--- src/rtl/relu_maxpool_cv.sv ---
// Post-convolution requantize, optional ReLU and 2x2/stride-2 max pooling over streamed columns.
// Build option: define RELU_MAXPOOL_RELU_EN to clamp requantized values at zero before pooling.
module relu_maxpool_cv #(
    parameter int unsigned IN_WIDTH  = 32,
    parameter int unsigned OUT_WIDTH = 16,
    parameter int unsigned NUM_ROWS  = 24,
    parameter int unsigned NUM_COLS  = 24,
    parameter int unsigned SHIFT     = 8
) (
    input  logic                                   clk,
    input  logic                                   rst,
    input  logic                                   clear,
    input  logic                                   valid_in,
    input  logic [IN_WIDTH*NUM_ROWS-1:0]           data_in,
    output logic                                   valid_out,
    output logic [OUT_WIDTH*(NUM_ROWS/2)-1:0]      data_out,
    output logic [$clog2(NUM_COLS/2):0]            out_col,
    output logic                                   frame_done,
    output logic                                   busy
);

    localparam int unsigned PAIRS     = NUM_ROWS / 2;
    localparam int unsigned OUT_COL_W = $clog2(NUM_COLS / 2) + 1;
    localparam int unsigned CNT_W     = $clog2(NUM_COLS + 1);
    localparam int unsigned LAST_EVEN = NUM_COLS - (NUM_COLS % 2);
    localparam bit          ODD_COLS  = (NUM_COLS % 2) == 1;

    localparam logic signed [IN_WIDTH-1:0] SAT_MAX =
        IN_WIDTH'((64'sd1 <<< (OUT_WIDTH - 1)) - 64'sd1);
    localparam logic signed [IN_WIDTH-1:0] SAT_MIN = ~SAT_MAX;

    typedef enum logic [1:0] {StIdle, StEven, StOdd, StDrain} state_e;

    state_e state_q, state_d;

    logic [CNT_W-1:0]                     col_cnt_q;
    logic [CNT_W:0]                       cnt_inc;
    logic                                 last_pair;
    logic signed [OUT_WIDTH-1:0]          col_buf_q [PAIRS];
    logic signed [OUT_WIDTH-1:0]          q_val [NUM_ROWS];
    logic signed [OUT_WIDTH-1:0]          v_val [PAIRS];
    logic [OUT_WIDTH*PAIRS-1:0]           data_out_d;
    logic [OUT_WIDTH*PAIRS-1:0]           data_out_q;
    logic                                 valid_out_q;
    logic                                 frame_done_q;
    logic [OUT_COL_W-1:0]                 out_col_q;

    // Requantize: arithmetic shift, saturate, then optional ReLU.
    always_comb begin
        for (int unsigned r = 0; r < NUM_ROWS; r++) begin
            logic signed [IN_WIDTH-1:0] sh;
            sh = $signed(data_in[r*IN_WIDTH +: IN_WIDTH]) >>> SHIFT;
            if (sh > SAT_MAX) begin
                q_val[r] = SAT_MAX[OUT_WIDTH-1:0];
            end else if (sh < SAT_MIN) begin
                q_val[r] = SAT_MIN[OUT_WIDTH-1:0];
            end else begin
                q_val[r] = sh[OUT_WIDTH-1:0];
            end
`ifdef RELU_MAXPOOL_RELU_EN
            if (q_val[r] < 0) begin
                q_val[r] = '0;
            end
`endif
        end
    end

    // Vertical pair max, then horizontal max against the buffered even column.
    always_comb begin
        data_out_d = '0;
        for (int unsigned j = 0; j < PAIRS; j++) begin
            v_val[j] = (q_val[2*j] > q_val[2*j+1]) ? q_val[2*j] : q_val[2*j+1];
            data_out_d[j*OUT_WIDTH +: OUT_WIDTH] =
                (col_buf_q[j] > v_val[j]) ? col_buf_q[j] : v_val[j];
        end
    end

    assign cnt_inc   = {1'b0, col_cnt_q} + (CNT_W+1)'(1);
    assign last_pair = cnt_inc >= (CNT_W+1)'(LAST_EVEN);

    always_ff @(posedge clk or posedge rst) begin
        if (rst) begin
            state_q <= StIdle;
        end else begin
            state_q <= state_d;
        end
    end

    always_comb begin
        state_d = state_q;
        if (clear) begin
            state_d = StIdle;
        end else if (valid_in) begin
            unique case (state_q)
                StIdle, StEven: state_d = StOdd;
                StOdd: begin
                    if (last_pair) begin
                        state_d = ODD_COLS ? StDrain : StIdle;
                    end else begin
                        state_d = StEven;
                    end
                end
                StDrain: state_d = StIdle;
            endcase
        end
    end

    always_comb begin
        busy = (state_q != StIdle);
    end

    always_ff @(posedge clk or posedge rst) begin
        if (rst) begin
            col_cnt_q    <= '0;
            valid_out_q  <= 1'b0;
            frame_done_q <= 1'b0;
            out_col_q    <= '0;
            data_out_q   <= '0;
            for (int unsigned j = 0; j < PAIRS; j++) begin
                col_buf_q[j] <= '0;
            end
        end else begin
            valid_out_q  <= 1'b0;
            frame_done_q <= 1'b0;
            if (clear) begin
                col_cnt_q <= '0;
            end else if (valid_in) begin
                unique case (state_q)
                    StIdle: begin
                        col_buf_q <= v_val;
                        col_cnt_q <= CNT_W'(1);
                    end
                    StEven: begin
                        col_buf_q <= v_val;
                        col_cnt_q <= col_cnt_q + CNT_W'(1);
                    end
                    StOdd: begin
                        data_out_q   <= data_out_d;
                        valid_out_q  <= 1'b1;
                        out_col_q    <= OUT_COL_W'(col_cnt_q >> 1);
                        col_cnt_q    <= cnt_inc[CNT_W-1:0];
                        frame_done_q <= last_pair;
                    end
                    StDrain: begin
                        col_cnt_q <= col_cnt_q;
                    end
                endcase
            end
        end
    end

    assign valid_out  = valid_out_q;
    assign data_out   = data_out_q;
    assign out_col    = out_col_q;
    assign frame_done = frame_done_q;

endmodule

--- config.mk ---
export PLATFORM = sky130hd
export DESIGN_NAME = relu_maxpool_cv
export DESIGN_NICKNAME = d
export VERILOG_FILES = /design/src/rtl/relu_maxpool_cv.sv
export SDC_FILE = /design/constraint.sdc
export NUM_CORES = 2
export LEC_CHECK = 0
export ABC_AREA = 1
export BUFFER_PORTS_ARGS = -buffer_cell sky130_fd_sc_hd__clkbuf_2
export CAP_MARGIN = 20
export CORE_AREA = 2 2 378 380
export CTS_CLUSTER_SIZE = 20
export DETAILED_ROUTE_END_ITERATION = 10
export DIE_AREA = 0 0 380 382
export HOLD_SLACK_MARGIN = 0.06
export PLACE_DENSITY = 0.5
export SKIP_LAST_GASP = 1
export SYNTH_ARGS = -nofsm -noshare
export SYNTH_HDL_FRONTEND = slang
export SYNTH_SLANG_ARGS = --single-unit
--- constraint.sdc ---
create_clock -name clk -period 34.3 [get_ports clk]
set_clock_uncertainty 0.1 [all_clocks]
set_input_delay 3.43 -clock clk [delete_from_list [all_inputs] [get_ports clk]]
set_output_delay 3.43 -clock clk [all_outputs]
set_load 0.05 [all_outputs]
# After elaboration in Yosys (flattened, before gate mapping)
# Cells that the tools add are included.
[totals]
regBits = 397
input_bits = 772
output_inout_bits = 200
wordCells = 190
[op_classes]
addsub = 2
n_lt_le_gt_ge = 73
n_eq_ne = 4
n_mux = 85
bitwise_logic = 1
n_reduce_logical = 7
[ops]
columns = ["op", "n"]
rows = [
  ["$mux 16", 72],
  ["$gt 24x16->1 const B", 24],
  ["$lt 24x16->1 const B", 24],
  ["$gt 16x16->1", 24],
  ["$pmux 5 s3", 1],
  ["$mux 5", 2],
  ["$mux 1", 7],
  ["$add 5x1->6 const B", 1],
  ["$ge 6x5->1 const B", 1],
  ["$pmux 2 s3", 1],
  ["$reduce_and 3->1", 2],
  ["$add 5x1->5 const B", 1],
  ["$eq 2x2->1 const B", 2],
  ["$mux 2", 2],
  ["$reduce_bool 2->1", 2],
  ["$eq 2x1->1 const B", 1],
  ["$logic_not 2->1", 1],
  ["$ne 2x2->1 const B", 1],
  ["$reduce_and 2->1", 1],
  ["$reduce_or 2->1", 1],
  ["$not 1->1", 1],
]

# Depth between registers and ports, before layout
[depth]
depth_word = 7
depth_mapped = 37

# Worst setup path after synthesis
# No wires, ideal clock.
[synth_timing]
kind = "in2reg"
from = "in data_in[634]"
to = "reg data_out_q[145], in the netlist data_out[145]"
arrival_time_ns = 7.603
required_time_ns = 34.082
slack_ns = 26.479
path_stages = 30
cell_sequence = "nor2_1 -> nand2_1 -> o31ai_4 -> clkbuf_1 -> o21ai_0 -> inv_1 -> ha_1 -> a21oi_1 -> nor2_1 -> a211oi_1 -> nor2_1 -> a311oi_1 -> nand3_2 -> nand3_4 -> buf_6 -> nand2_1 -> and2_1 -> ha_1 -> inv_1 -> nor2_1 -> nor2_1 -> o21a_1 -> o211ai_1 -> a211oi_1 -> o21a_1 -> nand2_1 -> clkbuf_1 -> or2_2 -> nand3_1 -> nand2_1"
[synth_via]
elab_chain_len = 7
elab_cells_between_ends = 8
[synth_rtl]
columns = ["item", "line", "source"]
rows = [
  ["start, declared", "14", "input logic [IN_WIDTH*NUM_ROWS-1:0] data_in,"],
  ["$lt 24x16->1", "55", "end else if (sh < SAT_MIN) begin"],
  ["$mux 16", "55", ""],
  ["$mux 16 *", "53", "if (sh > SAT_MAX) begin"],
  ["$gt 16x16->1", "72", "v_val[j] = (q_val[2*j] > q_val[2*j+1]) ? q_val[2*j] : q_val[2*j+1];"],
  ["$mux 16 *", "72", ""],
  ["$gt 16x16->1", "74", "(col_buf_q[j] > v_val[j]) ? col_buf_q[j] : v_val[j];"],
  ["$mux 16 *", "74", ""],
  ["end signal, assigned", "138", "data_out_q <= data_out_d;"],
  ["end, declared", "43", "logic [OUT_WIDTH*PAIRS-1:0] data_out_q;"],
]
# Mark *: on every way between the ends. The rest lies on a longest branch, timed or not.
# A chain may end at the register's enable or synchronous reset.

# Worst setup path in the final report
[layout_timing]
from = "in data_in[62]"
to = "reg data_out_q[6], in the netlist data_out[6]"
# The elaborated chain is that of the path after synthesis.

==> flow_metrics.env <==
export IMPL_power_density_nw_per_um2=64.8
export IMPL_clock_sinks=397
export IMPL_postCtsSetupBuffers=0
export IMPL_gr_usage_all_layers_pct=18.0
export IMPL_stdcell_count=8126
export IMPL_hold_path_class="register to register"
export IMPL_maxClockFrequency_ghz=0.108
export IMPL_nets=7321
export IMPL_drc=0
export IMPL_drive_gt1_share_pct=16.4
export IMPL_via_per_inst=4.60
export IMPL_gr_total_overflow=0
export IMPL_dpl_cell_count=8011
export IMPL_endpoint_kind="register"
export IMPL_clk_latency_ns=0.65
export IMPL_dieArea_um2=145000
export IMPL_cts_hold_buffers=0
export IMPL_post_route_period_util_pct=27.1
export IMPL_vias=37349
export IMPL_grt_pass1_vias=36515
export IMPL_synth_top_area_share_pct=28.1
export IMPL_crit_fanout=46
export IMPL_met1_length_um=59600
export IMPL_synth_edff_count=0
export IMPL_max_stage_delay_ns=0.62
export IMPL_maxSlewHeadroom_pct=30.4
export IMPL_run_status="completed"
export IMPL_layout_commonest_cell="nand2_1"
export IMPL_core_um2=141000
export IMPL_ys_ff_latch=397
export IMPL_final_cell_mix="nand2_1, inv_1, clkbuf_2"
export IMPL_power_leakage_nw=25.7
export IMPL_antenna_left=0
export IMPL_synth_cells=5553
export IMPL_grt_setup_unrepaired="false"
export IMPL_die_h_um=382
export IMPL_synthesis_area_um2=35400
export IMPL_wl_met3_um=10000
export IMPL_avgRoutedWirePerCell_um=16.6
export IMPL_dp_hpwl_um=105000
export IMPL_synth_nets=6691
export IMPL_timing_max_cap_violations=0
export IMPL_final_setup_tns_ns=0
export IMPL_drtPass1Iterations=6
export IMPL_required_ns=34.78
export IMPL_routabilityCongestion=0.911
export IMPL_setup_violations_final=0
export IMPL_crit_path_top_delay_cell="nand3_4"
export IMPL_fillCellCount=15849
export IMPL_yosys_top_cells_area="dfrtp_1, nand2_1, ha_1, inv_1, o21ai_0"
export IMPL_antenna_found_initial=25
export IMPL_post_cts_resized=0
export IMPL_cpMostUsedCell="nand2_1"
export IMPL_ios=972
export IMPL_vdd_drop_max_mv=0.0508
export IMPL_setup_slack_ns=25.01
export IMPL_top_layer="met5"
export IMPL_synth_warnings=0
export IMPL_cts_max_level=2
export IMPL_rows=138
export IMPL_yosysSeqAreaShare_pct=28.1
export IMPL_crit_path_start_kind="primary input"
export IMPL_cts_tree="built"
export IMPL_tightest_slew_ns=1.04
export IMPL_io_buffer_count=778
export IMPL_synth_flop_cell="dfrtp_1"
export IMPL_synthArstFlopShare_pct=100
export IMPL_grt_max_degree=128
export IMPL_place_ws_ns=24.10
export IMPL_start_util_pct=25.1
export IMPL_post_route_util_pct=30.5
export IMPL_totalWireLength_um=135000
export IMPL_synth_top_area_cell="dfrtp_1"
export IMPL_drtIter0Drc=2087
export IMPL_cts_root_buffer="clkbuf_16"
export IMPL_clockBufferDepth=3
export IMPL_met2WireLength_um=59900
export IMPL_synth_avg_cell_area_um2=6.37
export IMPL_grt_pass1_wl_um=207000
export IMPL_setup_worst_path_class="primary input to register"
export IMPL_synth_cell_types=61
export IMPL_cts_buffers=56
export IMPL_min_period_ns=9.29
export IMPL_drv_slew=0
export IMPL_critPathArrivalTime_ns=9.77
export IMPL_path_clk_slew_ns=0.06
export IMPL_die_width_um=380
export IMPL_worstRegToRegCells=6
export IMPL_hold_viol_final=0
export IMPL_holdPathStages=2
export IMPL_area_delta_synth_final_pct=21.3
-- metal layers --
metal / vias up / GRT usage (%)
met1: 17091 / 23.2
met3: 215 / 4.59
li1: 19086 / -
met4: 26 / 6.32
met5: - / 0
met2: 931 / 29.1
-- worst max-delay path: cells and delay by family --
family	cells	cell delay, ns
and+or+nand+nor	14	3.22
AOI/OAI and AO/OA	10	1.95
buffers and inverters	5	0.59
adders and majority gates	2	0.53
-- area by class of cell --
| type | instances | area, µm² | share of cell area, % |
|---|---|---|---|
| multi-input combinational | 4101 | 21400 | 49.8 |
| sequential | 397 | 9930 | 23.2 |
| timing repair buffer | 808 | 4160 | 9.69 |
| inverter | 819 | 3090 | 7.21 |
| tap | 1890 | 2360 | 5.51 |
| clock buffer | 76 | 1650 | 3.84 |
| clock inverter | 29 | 329 | 0.767 |
| antenna | 6 | 15.0 | 0.0350 |
-- power breakdown --
group,switching (W),internal (W)
combinational,0.00102,0.000383
sequential,0.000110,0.000632
clock,0.000254,0.000381
total,0.00138,0.00140
-- metrics by stage --
step / hold slack (ns) / instance area, µm² / total power [W]
5_1_grt: 0.398 / 42900 / 0.00300
2_1_floorplan: 0.359 / 35400 / 0.00174
3_5_place_dp: 0.367 / 40900 / 0.00216
3_3_place_gp: 0.365 / 40900 / 0.00214
6_report: 0.377 / 42900 / 0.00278
4_1_cts: 0.381 / 42800 / 0.00282
-- registers in the layout, indices dropped and copies added, names as in the netlist --
register,count
col_cnt_q,5
col_buf_q,192
frame_done,1
state_q,2
out_col,4
data_out,192
valid_out,1
-- final timing paths --
| check | from | to | slack [ns] |
|---|---|---|---|
| worst max-delay path | data_in[62] | data_out[6] | 25.01 |
| worst min-delay path | data_out[135] | data_out[135] | 0.38 |
| worst max register to register | state_q[1] | col_buf_q[124] | 30.89 |
| worst min register to register | data_out[135] | data_out[135] | 0.38 |
| max in group asynchronous | rst | data_out[145] | 28.99 |
| min in group asynchronous | rst | data_out[85] | 2.85 |
-- cell usage after synthesis (3+ instances only) --
library cell	count
nor3_1	21
nor4_1	4
buf_2	24
buf_1	19
a211oi_1	22
o221ai_1	3
and2_1	9
a21o_1	5
o22ai_1	6
nand3_1	309
a31oi_1	20
or2_2	15
buf_4	12
o211ai_1	12
nand3_2	12
inv_1	803
o21ai_1	119
o21ai_0	391
a311oi_1	4
nand3_4	4
inv_2	15
o21a_1	14
nor2_1	251
a2111oi_0	4
xor2_1	8
nor3b_1	3
ha_1	366
nand4_1	203
nand2_2	23
nand2_1	2069
and2_4	6
o21bai_1	10
buf_6	5
nand3b_1	12
o21bai_2	3
o21ai_2	19
a21oi_2	3
and3_1	3
a221oi_1	5
clkbuf_1	175
a21oi_1	122
dfrtp_1	397
-- cell families (layout without fill, tap and decap cells) --
family / after synthesis / after routing / synth area share (%)
and+or+nand+nor: 2952 / 2952 / 35.1
xor gates and xnor gates: 10 / 10 / 0.248
AOI/OAI and AO/OA: 772 / 772 / 12.1
DFF: 397 / 397 / 28.1
adders and majority gates: 366 / 366 / 12.9
buffers and inverters: 1055 / 1732 / 11.6
other: 1 / 7 / 0.0106
(Power assumes the default switching activity.)
